### config.mk
export PLATFORM = sky130hd
export DESIGN_NAME = memory1_stage
export DESIGN_NICKNAME = d
export VERILOG_FILES = /design/src/rtl/memory1_stage.sv
export SDC_FILE = /design/constraint.sdc
export NUM_CORES = 1
export LEC_CHECK = 0
export ABC_CLOCK_PERIOD_IN_PS = 6550
export BUFFER_PORTS_ARGS = -buffer_cell sky130_fd_sc_hd__buf_2
export CORE_AREA = 2 2 173 175
export CTS_CLUSTER_SIZE = 20
export DETAILED_ROUTE_END_ITERATION = 12
export DIE_AREA = 0 0 175 177
export PLACE_DENSITY = 0.75
export SETUP_SLACK_MARGIN = 0.2
export SYNTH_ARGS = -nofsm -noshare
export SYNTH_HDL_FRONTEND = slang
export SYNTH_SLANG_ARGS = --single-unit
### constraint.sdc
create_clock -name clk -period 6.55 [get_ports clk]
set_input_delay 0.9825 -clock clk [delete_from_list [all_inputs] [get_ports clk]]
set_output_delay 0.9825 -clock clk [all_outputs]
set_load 0.02 [all_outputs]
### src/rtl/memory1_stage.sv
// memory1_stage: first memory pipeline stage. Holds one instruction, checks alignment,
// issues a single data-cache request per memory op and forwards ALU results to execute.
// Optional feature macro: MEM1_ALE_CHECK_EN (alignment exceptions instead of address masking).

package memory1_stage_pkg;

    typedef enum logic [1:0] {
        MEM_BYTE = 2'd0,
        MEM_HALF = 2'd1,
        MEM_WORD = 2'd2
    } mem_size_e;

    localparam logic [5:0] ECODE_ALE = 6'h09;

    typedef struct packed {
        logic        valid;
        logic [31:0] pc;
        logic [31:0] pc_plus4;
        logic [31:0] ex_out;
        logic [31:0] rkd_data;
        logic [4:0]  rd;
        logic        is_wr_rd;
        logic        is_wr_rd_pc_plus4;
        logic        is_mem;
        logic        is_store;
        mem_size_e   mem_size;
        logic        mem_signed;
    } execute_memory1_pass_t;

    typedef struct packed {
        logic        valid;
        logic [31:0] pc;
        logic [31:0] pc_plus4;
        logic [31:0] ex_out;
        logic [4:0]  rd;
        logic        is_wr_rd;
        logic        is_wr_rd_pc_plus4;
        logic        is_mem;
        logic        is_store;
        mem_size_e   mem_size;
        logic        mem_signed;
    } memory1_memory2_pass_t;

    typedef struct packed {
        logic        valid;
        logic [5:0]  ecode;
        logic [31:0] badv;
    } excp_pass_t;

    typedef struct packed {
        logic        valid;
        logic [4:0]  idx;
        logic [31:0] data;
    } forward_req_t;

endpackage

module memory1_stage
    import memory1_stage_pkg::*;
#(
    parameter int unsigned ADDR_W = 32
) (
    input  logic                  clk,
    input  logic                  rst_n,
    input  logic                  flush,
    input  logic                  next_rdy_in,
    output logic                  rdy_in,
    input  execute_memory1_pass_t pass_in,
    input  excp_pass_t            excp_pass_in,
    output memory1_memory2_pass_t pass_out,
    output excp_pass_t            excp_pass_out,
    output forward_req_t          mem1_req,
    output logic                  dc_req_valid,
    input  logic                  dc_req_rdy,
    output logic [ADDR_W-1:0]     dc_addr,
    output logic                  dc_is_store,
    output logic [31:0]           dc_wdata,
    output logic [3:0]            dc_wstrb
);

    // ST_OPEN: no request accepted yet for the held instruction; ST_ISSUED: accepted.
    typedef enum logic {
        ST_OPEN   = 1'b0,
        ST_ISSUED = 1'b1
    } req_state_e;

    execute_memory1_pass_t r_q, r_d;
    excp_pass_t            excp_q, excp_d;
    req_state_e            state_q, state_d;

    logic [31:0] a;
    logic [31:0] addr_eff;
    logic        ale;
    logic        need_req;
    logic        issued;
    logic        m1_flush;
    logic        m1_stall;
`ifdef MEM1_ALE_CHECK_EN
    logic        misaligned;
`endif

    // Alignment, request, stall and output datapath
    always_comb begin
        a = r_q.ex_out;
`ifdef MEM1_ALE_CHECK_EN
        misaligned = 1'b0;
        case (r_q.mem_size)
            MEM_HALF: misaligned = a[0];
            MEM_WORD: misaligned = |a[1:0];
            default:  misaligned = 1'b0;
        endcase
        ale      = misaligned & r_q.is_mem;
        addr_eff = a;
`else
        ale      = 1'b0;
        addr_eff = a;
        case (r_q.mem_size)
            MEM_HALF: addr_eff[0]   = 1'b0;
            MEM_WORD: addr_eff[1:0] = 2'b00;
            default:  addr_eff      = a;
        endcase
`endif

        // Bubbles carry stale fields, so the request is gated by valid as well.
        need_req = r_q.valid & r_q.is_mem & ~excp_q.valid & ~ale;
        issued   = (state_q == ST_ISSUED);
        m1_flush = flush | ~r_q.valid;
        m1_stall = ~next_rdy_in | (need_req & ~issued & ~dc_req_rdy);
        rdy_in   = m1_flush | ~m1_stall;

        dc_req_valid = need_req & ~issued & ~flush;
        dc_addr      = ADDR_W'(addr_eff);
        dc_is_store  = r_q.is_store;
        case (r_q.mem_size)
            MEM_BYTE: begin
                dc_wstrb = 4'b0001 << addr_eff[1:0];
                dc_wdata = {4{r_q.rkd_data[7:0]}};
            end
            MEM_HALF: begin
                dc_wstrb = 4'b0011 << addr_eff[1:0];
                dc_wdata = {2{r_q.rkd_data[15:0]}};
            end
            default: begin
                dc_wstrb = 4'hF;
                dc_wdata = r_q.rkd_data;
            end
        endcase
        if (!r_q.is_store) begin
            dc_wstrb = 4'h0;
        end

        pass_out.valid             = ~m1_flush & ~m1_stall;
        pass_out.pc                = r_q.pc;
        pass_out.pc_plus4          = r_q.pc_plus4;
        pass_out.ex_out            = r_q.ex_out;
        pass_out.rd                = r_q.rd;
        pass_out.is_wr_rd          = r_q.is_wr_rd;
        pass_out.is_wr_rd_pc_plus4 = r_q.is_wr_rd_pc_plus4;
        pass_out.is_mem            = r_q.is_mem;
        pass_out.is_store          = r_q.is_store;
        pass_out.mem_size          = r_q.mem_size;
        pass_out.mem_signed        = r_q.mem_signed;

        // An upstream exception takes priority over a local alignment fault.
        excp_pass_out = excp_q;
        if (!excp_q.valid && ale) begin
            excp_pass_out.valid = 1'b1;
            excp_pass_out.ecode = ECODE_ALE;
            excp_pass_out.badv  = a;
        end

        mem1_req.valid = r_q.valid & r_q.is_wr_rd & ~r_q.is_mem & (r_q.rd != 5'd0);
        mem1_req.idx   = r_q.rd;
        mem1_req.data  = r_q.is_wr_rd_pc_plus4 ? r_q.pc_plus4 : r_q.ex_out;
    end

    // Input register load and request-state next state
    always_comb begin
        r_d     = r_q;
        excp_d  = excp_q;
        state_d = state_q;
        if (rdy_in) begin
            r_d     = pass_in;
            excp_d  = excp_pass_in;
            state_d = ST_OPEN;
        end else if (dc_req_valid && dc_req_rdy) begin
            state_d = ST_ISSUED;
        end
    end

    always_ff @(posedge clk) begin
        if (!rst_n) begin
            r_q     <= '0;
            excp_q  <= '0;
            state_q <= ST_OPEN;
        end else begin
            r_q     <= r_d;
            excp_q  <= excp_d;
            state_q <= state_d;
        end
    end

endmodule
# Yosys cells after proc, flatten, opt, wreduce, memory -nomap -nowiden
# Cells that the tools add are included.
# op_classes
add_sub_neg	0
n_mul	0
div_mod_pow	0
n_lt_le_gt_ge	0
eq_ne	2
shift	2
mux	6
bitwise_logic	22
reduce_logical	5
# op_table
operator	count
case mux 32 bit (2 select lines)	1
two-way mux 32 bit	1
inverter 1 bit	10
AND 1 bit	9
case mux 4 bit (2 select lines)	1
nonzero test 5 bit	1
two-way mux 4 bit	1
OR reduction 2 bit	2
left shift 1 x 2 -> 4 bit (first input constant)	1
left shift 2 x 2 -> 4 bit (first input constant)	1
OR 1 bit	3
== test 2 x 1 -> 1 bit (second input constant)	1
== test 2 bit (second input constant)	1
logical NOT 2 bit	1
two-way mux 1 bit	2
logical AND 1 bit	1
# word_totals
reg_bits	181
latchBits	0
ram_bits	0
mem_bits_ro	0
inputBits	185
out_inout_bits	257
elab_cells	53
memories	0

# Depth between registers and ports, before layout
# Gate-level depths: netlist of run 1.
# logic_depth
word_depth	8
mapped_depth	7
mapped_depth_nobuf	6

# Least setup slack after synthesis of run 1
# Ideal clock, no wire load.
# synth_path
path_kind	in2out
start	input port flush
end	output port dc_req_valid
t_arrival_ns	2.472
required_time_ns	5.568
setup_slack_ns	3.095
stages	5
path_cell_list	buf_2 > nand2b_1 > clkbuf_1 > clkbuf_1 > nor4b_1
# synth_between
elab_chain_cells	2
# synth_rtl
item	line	text
from (decl)	65	input logic flush,
inverter 1 bit	131	dc_req_valid = need_req & ~issued & ~flush;
AND 1 bit	131	
to (decl)	73	output logic dc_req_valid,
# Every way passes these cells.

# Final worst setup path of run 1
# layout_path
start	register r_q, in the netlist pass_out[1]
end	output port dc_wdata[22]
# layout_between
elab_chain_cells	2
# layout_rtl
item	line	text
from (decl)	87	execute_memory1_pass_t r_q, r_d;
from (signal assigned)	197	r_q <= r_d;
== test 2 x 1 -> 1 bit or logical NOT 2 bit (tied branches)	134	case (r_q.mem_size)
case mux 32 bit (2 select lines) (*)	134	
to (decl)	77	output logic [31:0] dc_wdata,
# Every way passes the cells marked *; elsewhere a longest branch is shown, timed or not.

==> flow_summary.json, run 1 <==
{
  "outcome": "finished, final reports clean",
  "startpoint": "pass_out[1]",
  "synthToLayoutAreaGrowth_pct": 9.56,
  "maxSlewHeadroom": 0.141,
  "coreArea_sq_um": 29200,
  "synth_edf_count": 0,
  "powerDensity_nw_per_um2": 225,
  "drc": 0,
  "track_usage": 0.270,
  "num_io_pins": 442,
  "detail_route.vias_per_cell": 6.49,
  "hold_viol_final": 0,
  "worst_slew_pin_slew_ns": 1.29,
  "worstPathRequired_ns": 5.57,
  "r2r_start": "r_q[140]",
  "yosys_warnings": 0,
  "finalSetupViolCount": 0,
  "cap_violations": 0,
  "hold_slack_ns": 0.493,
  "root_buffer": "clkbuf_16",
  "r2r.worst_path.cells": 4,
  "antenna_found_initial": 14,
  "drtPass1Iterations": 7,
  "synth_top_area_cell": "dfxtp_1",
  "ys_types": 32,
  "final_nets": 2022,
  "critPathKind": "reg -> out",
  "yosys_register_bits": 181,
  "ir_worst_vdd_uv": 139,
  "cts_buffers": 17,
  "yosys-top-cells-count": "374 x nand2_1, 197 x clkbuf_1, 181 x dfxtp_1",
  "die_area_sq_um": 31000,
  "holdCritPathClass": "reg -> reg",
  "synthMostInstantiatedCell": "nand2_1",
  "fillers": 2758,
  "cts_tree": "done",
  "period_share": 0.583,
  "tns_ns": 0,
  "cts.sinks": 181,
  "htree_levels": 4,
  "routed-via-count": 14580,
  "drive_gt1_frac": 0.287,
  "grt_pass1_wl_mm": 69.2,
  "synth_area_sq_um": 14100,
  "cp_max_fo": 19,
  "synthFlopType": "dfxtp_1",
  "routabilityCongestion": 0.858,
  "arrival_ns": 2.84,
  "grt_pass1_vias": 12718,
  "min_from": "excp_pass_out[27]",
  "gr-total-overflow": 0,
  "slew_viol_final": 0,
  "hold_buffers": 0,
  "avgRoutedWirePerCell_microns": 20.0,
  "cts_resized": 0,
  "min_path_cells": 2,
  "ys_seq_area_frac": 0.258,
  "clock.fmax_mhz": 262,
  "wl_mm": 45.0,
  "grt_max_degree": 222,
  "synth_top_area_frac": 0.258,
  "cts_setup_buffers": 0,
  "timing.clock.skew_ns": 0.0111,
  "netlist_instances": 1761,
  "die_height_microns": 177,
  "critPathLaunchType": "register",
  "p_leak_nw": 6.41,
  "clkLatencyLatePin_ns": 0.43,
  "drt_iter0_drc": 1642,
  "place_hpwl_mm": 27.3,
  "endpoint_kind": "output port",
  "synth_nets": 1949,
  "clock_path_buffers": 2,
  "start_util": 0.481,
  "seq_area_sq_um": 3630,
  "synthArstFlopShare": 0,
  "period_needed_ns": 3.82,
  "path_cells": "inv_1, ha_1, nor2_1, mux2_2, buf_2",
  "final_antenna_net_count": 0,
  "fp-row-count": 63,
  "clk_pin_slew_worst_paths_ns": 0.07,
  "port_buffers": 441,
  "dieWidth_microns": 175,
  "synth_area_per_cell_sq_um": 7.99,
  "cpPeakStageDelay_ns": 0.93,
  "synth.area.top_cells": "dfxtp_1 26%, nor4bb_1 13%, a2bb2oi_1 11%",
  "crit_slowest_cell": "nor2_1",
  "multiInputGateArea_sq_um": 8240,
  "rsz0062_at_grt": "false"
}
[worst max-delay path: cells and delay by family (launching register included)]
kind	cells	cell delay, ns
flip-flops	1	0.40
adder cells (fa/ha/maj)	1	0.40
multiplexers	1	0.43
buffers and inverters	2	0.24
AND/OR/NAND/NOR	1	0.93
[final cells by class]
class | count | share of cell area
diodes | 12 | 0.00195
clock buffers | 19 | 0.0301
clock inverters | 11 | 0.0106
inverters | 5 | 0.00122
multi-input cells | 1175 | 0.535
flip-flops and latches | 181 | 0.235
well taps | 390 | 0.0317
repair buffers | 454 | 0.154
[layout by cell type (no fill, tap or decap), types with 9 or more instances in the layout]
cell type	n
o311ai_1	137
a2bb2oi_1	178
buf_4	9
buf_2	438
o311ai_0	41
nand4_1	178
dfxtp_1	179
clkbuf_16	18
nor4bb_1	179
nand2_1	374
mux2_2	40
diode_2	12
[flip-flops by register name (all words and copies together) (netlist names)]
signal	flops
r_q	33
pass_out	70
excp_pass_out	39
mem1_req	5
a	32
dc_is_store	1
issued	1
[report_power, final]
group | leakage (nW) | switching, mW | internal [mW]
registers | 1.52 | 0.122 | 1.20
logic | 4.59 | 0.614 | 0.395
clock network | 0.302 | 0.496 | 0.642
total | 6.41 | 1.23 | 2.24
[path summary, 6_finish.rpt]
kind                        to  slack (ns)
min          excp_pass_out[27]        0.49
min reg2reg  excp_pass_out[27]        0.49
max reg2reg            r_q[43]        3.64
max               dc_wdata[22]        2.73
[stage by stage]
step	total power, mW	area (sq um)	utilization	std cells	setup slack, ns
after floorplan	2.13	14100	-	1761	3.10
after global placement	2.32	14800	0.505	2205	3.07
after detailed placement	2.35	14800	0.505	2205	3.06
after CTS	3.48	15400	0.526	2235	2.75
after global routing	3.61	15400	0.527	2245	2.60
final	3.47	15400	0.527	2247	2.73
[cell families (layout without fill, tap and decap cells)]
family / count (synthesis) / in the layout / synth area share
other: 0 / 12 / 0
AO/OA/AOI/OAI: 384 / 384 / 0.236
adder cells (fa/ha/maj): 3 / 3 / 0.00267
multiplexers: 40 / 40 / 0.0320
flip-flops: 181 / 181 / 0.258
buffers and inverters: 405 / 489 / 0.158
AND/OR/NAND/NOR: 748 / 748 / 0.314
[layer usage]
layer | up-vias | wire, microns | GRT usage
met3 | 100 | 3220 | 0.0481
met1 | 6979 | 18900 | 0.358
met4 | 4 | 1590 | 0.127
met2 | 659 | 21300 | 0.426
li1 | 6838 | - | -
met5 | - | 14 | 0
Note: power is estimated with default switching activity, not from simulation.
==> run 2: changes to the inputs <==
Settings changed: ABC_AREA set to 1, ABC_CLOCK_PERIOD_IN_PS 6550 to 3190, CORE_AREA 2 2 173 175 to 2 2 170 172, DIE_AREA 0 0 175 177 to 0 0 172 174, PLACE_DENSITY 0.75 to 0.64.
Clock period 6.55 ns to 3.19 ns, I/O delays scaled along.
==> run 2 against run 1 <==
Against the previous run: sequential power is 89% higher; area after synthesis fell by 29%; global-route usage decreased by 8.4 points.
==> flow_summary.json, run 2 <==
{
  "detail_route.vias_per_cell": 4.59,
  "hold_buffers": 0,
  "ys_types": 26,
  "synthFlopType": "dfxtp_1",
  "path_cells": "inv_1, ha_1, clkinv_1, nand2_2, o211ai_1, nand2_1, inv_1, buf_2",
  "switching_share": 0.312,
  "drc": 0,
  "grt_pass1_wl_mm": 44.6,
  "antenna_found_initial": 2,
  "coreArea_sq_um": 28200,
  "die_area_sq_um": 29900,
  "grt_max_degree": 112,
  "p_leak_nw": 6.12,
  "die_height_microns": 174,
  "synthToLayoutAreaGrowth_pct": 18.4,
  "place_hpwl_mm": 20.7,
  "r2r_start": "pass_out[4]",
  "worstPathRequired_ns": 2.71,
  "cts_resized": 1,
  "clock_path_buffers": 2,
  "synth_top_area_frac": 0.364,
  "mostFrequentLayoutCell": "buf_2",
  "period_needed_ns": 2.71,
  "rsz0062_at_grt": "false",
  "cp_max_fo": 28,
  "cpMostUsedCell": "inv_1",
  "gr-total-overflow": 0,
  "min_path_cells": 3,
  "synthArstFlopShare": 0,
  "tns_ns": 0,
  "fp-row-count": 62,
  "fin_cells": 2102,
  "grt_pass1_vias": 8663,
  "drtPass1Iterations": 5,
  "synth_nets": 1675,
  "fin_area_sq_um": 11800,
  "critPathKind": "reg -> out",
  "outcome": "finished, final reports clean",
  "startpoint": "pass_out[2]",
  "yosys_register_bits": 181,
  "htree_levels": 4,
  "reg2reg_slack_ns": 1.22,
  "fillers": 3035,
  "drive_gt1_frac": 0.289,
  "place_area_sq_um": 11100,
  "num_io_pins": 442,
  "hold_slack_ns": 0.244,
  "arrival_ns": 2.23,
  "largest_reg_flops": 70,
  "dieWidth_microns": 172,
  "p_int_mw": 4.30,
  "track_usage": 0.186,
  "port_buffers": 441,
  "synth_area_per_cell_sq_um": 6.69,
  "final_nets": 1892,
  "final_antenna_net_count": 0,
  "combPwrFrac": 0.205,
  "slew_viol_final": 0,
  "clkPwrFrac": 0.392,
  "start_util": 0.352,
  "ys_seq_area_frac": 0.364,
  "synthMostInstantiatedCell": "nand2_1",
  "powerDensity_nw_per_um2": 531,
  "cpPeakStageDelay_ns": 0.43,
  "place_inst": 2069,
  "critPathLaunchType": "register",
  "hold_path_end": "r_q[140]",
  "r2r.worst_path.cells": 8,
  "clock.fmax_mhz": 369,
  "synth_area_sq_um": 9950,
  "routed-via-count": 9658,
  "synth_top_area_cell": "dfxtp_1",
  "endpoint_kind": "output port",
  "yosys-top-cells-count": "226 x nand2_1, 193 x inv_1, 182 x a21oi_1, 182 x nor2_1, 181 x dfxtp_1",
  "routabilityCongestion": 0.832,
  "clk_pin_slew_worst_paths_ns": 0.07,
  "worst_slew_pin_slew_ns": 1.15,
  "crit_slowest_cell": "nand2_2",
  "ir_worst_vdd_uv": 281,
  "cap_violations": 0,
  "hold_viol_final": 0,
  "root_buffer": "clkbuf_16",
  "cts_buffers": 17,
  "yosys_warnings": 0,
  "cts_tree": "done",
  "power_mw": 6.26,
  "netlist_instances": 1487,
  "wl_mm": 29.3,
  "finalSetupViolCount": 0,
  "cts_setup_buffers": 0,
  "period_share": 0.849,
  "timing.clock.skew_ns": 0.0170,
  "holdCritPathClass": "in -> reg",
  "timing.rr.end": "a[15]",
  "pwr-share-seq": 0.403,
  "layout_common_cells": "440 x buf_2, 225 x nand2_1, 193 x inv_1",
  "synth.area.top_cells": "dfxtp_1 36%, buf_4 13%, a21oi_1 9.2%",
  "p_sw_mw": 1.96,
  "maxSlewHeadroom": 0.234,
  "drt_iter0_drc": 619,
  "synth_edf_count": 0,
  "min_from": "pass_in[140]",
  "clkLatencyLatePin_ns": 0.43,
  "avgRoutedWirePerCell_microns": 14.0,
  "cts.sinks": 181
}
[run 2: cell types whose count changed after synthesis, sizes merged, moves of 179 or more]
cell,previous run,this run
nor4bb,179,0
nand3,0,182
nor2,4,183
a21oi,2,182
inv,5,196
clkbuf,197,16
[run 2: final cells by class]
class | count | area, sq um | area share
clock buffer | 19 | 453 | 0.0385
antenna | 1 | 2.50 | 0.000212
inverter | 197 | 739 | 0.0628
multi-input combinational | 851 | 3820 | 0.325
timing repair buffer | 456 | 2440 | 0.207
clock inverter | 13 | 216 | 0.0184
sequential | 181 | 3620 | 0.308
tap | 384 | 480 | 0.0408
[run 2: worst max-delay path by stage]
| stage | depth (start not counted) | slack (ns) | to |
|---|---|---|---|
| 5_1_grt | 8 | 0.28 | dc_wstrb[2] |
| 3_5_place_dp | 6 | 0.66 | dc_wdata[28] |
| 2_1_floorplan | 6 | 1.07 | dc_wdata[22] |
| 6_report | 8 | 0.48 | dc_wstrb[2] |
| 4_1_cts | 8 | 0.47 | dc_wstrb[2] |
| 3_3_place_gp | 8 | 0.83 | dc_wstrb[2] |
[run 2: power groups by stage]
stage / clock network [mW] / logic [mW] / registers (mW)
after CTS: 2.52 / 1.30 / 2.52
after detailed placement: 0 / 1.29 / 2.57
after global placement: 0 / 1.28 / 2.57
final: 2.45 / 1.29 / 2.52
after global routing: 2.60 / 1.42 / 2.54
after floorplan: 0 / 0.991 / 2.58
[run 2: logic make-up after synthesis]
logic type | count (synthesis) | synth area share
and+or+nand+nor | 596 | 0.251
buffers and inverters | 455 | 0.253
AOI/OAI and AO/OA | 252 | 0.128
adders and majority gates | 3 | 0.00377
DFF | 181 | 0.364
[run 2: through the flow]
stage / setup slack, ns / utilization
2_1_floorplan: 1.07 / -
3_3_place_gp: 0.834 / 0.393
3_5_place_dp: 0.657 / 0.393
4_1_cts: 0.466 / 0.417
5_1_grt: 0.281 / 0.417
6_report: 0.483 / 0.417
[run 2: metal layers]
layer,vias to the layer above,share of wire,GRT usage
li1,4939,-,-
met1,4354,0.43,0.232
met2,332,0.47,0.306
met3,31,0.081,0.0528
met4,2,0.021,0.0627
met5,-,0.00055,0
[run 2: worst max-delay path, delay by kind of cell, from the launching register on]
| kind | cells | cell delay [ns] |
|---|---|---|
| simple gates | 2 | 0.52 |
| compound gates | 1 | 0.16 |
| flops | 1 | 0.33 |
| fa+ha+maj | 1 | 0.24 |
| buf+inv | 4 | 0.54 |
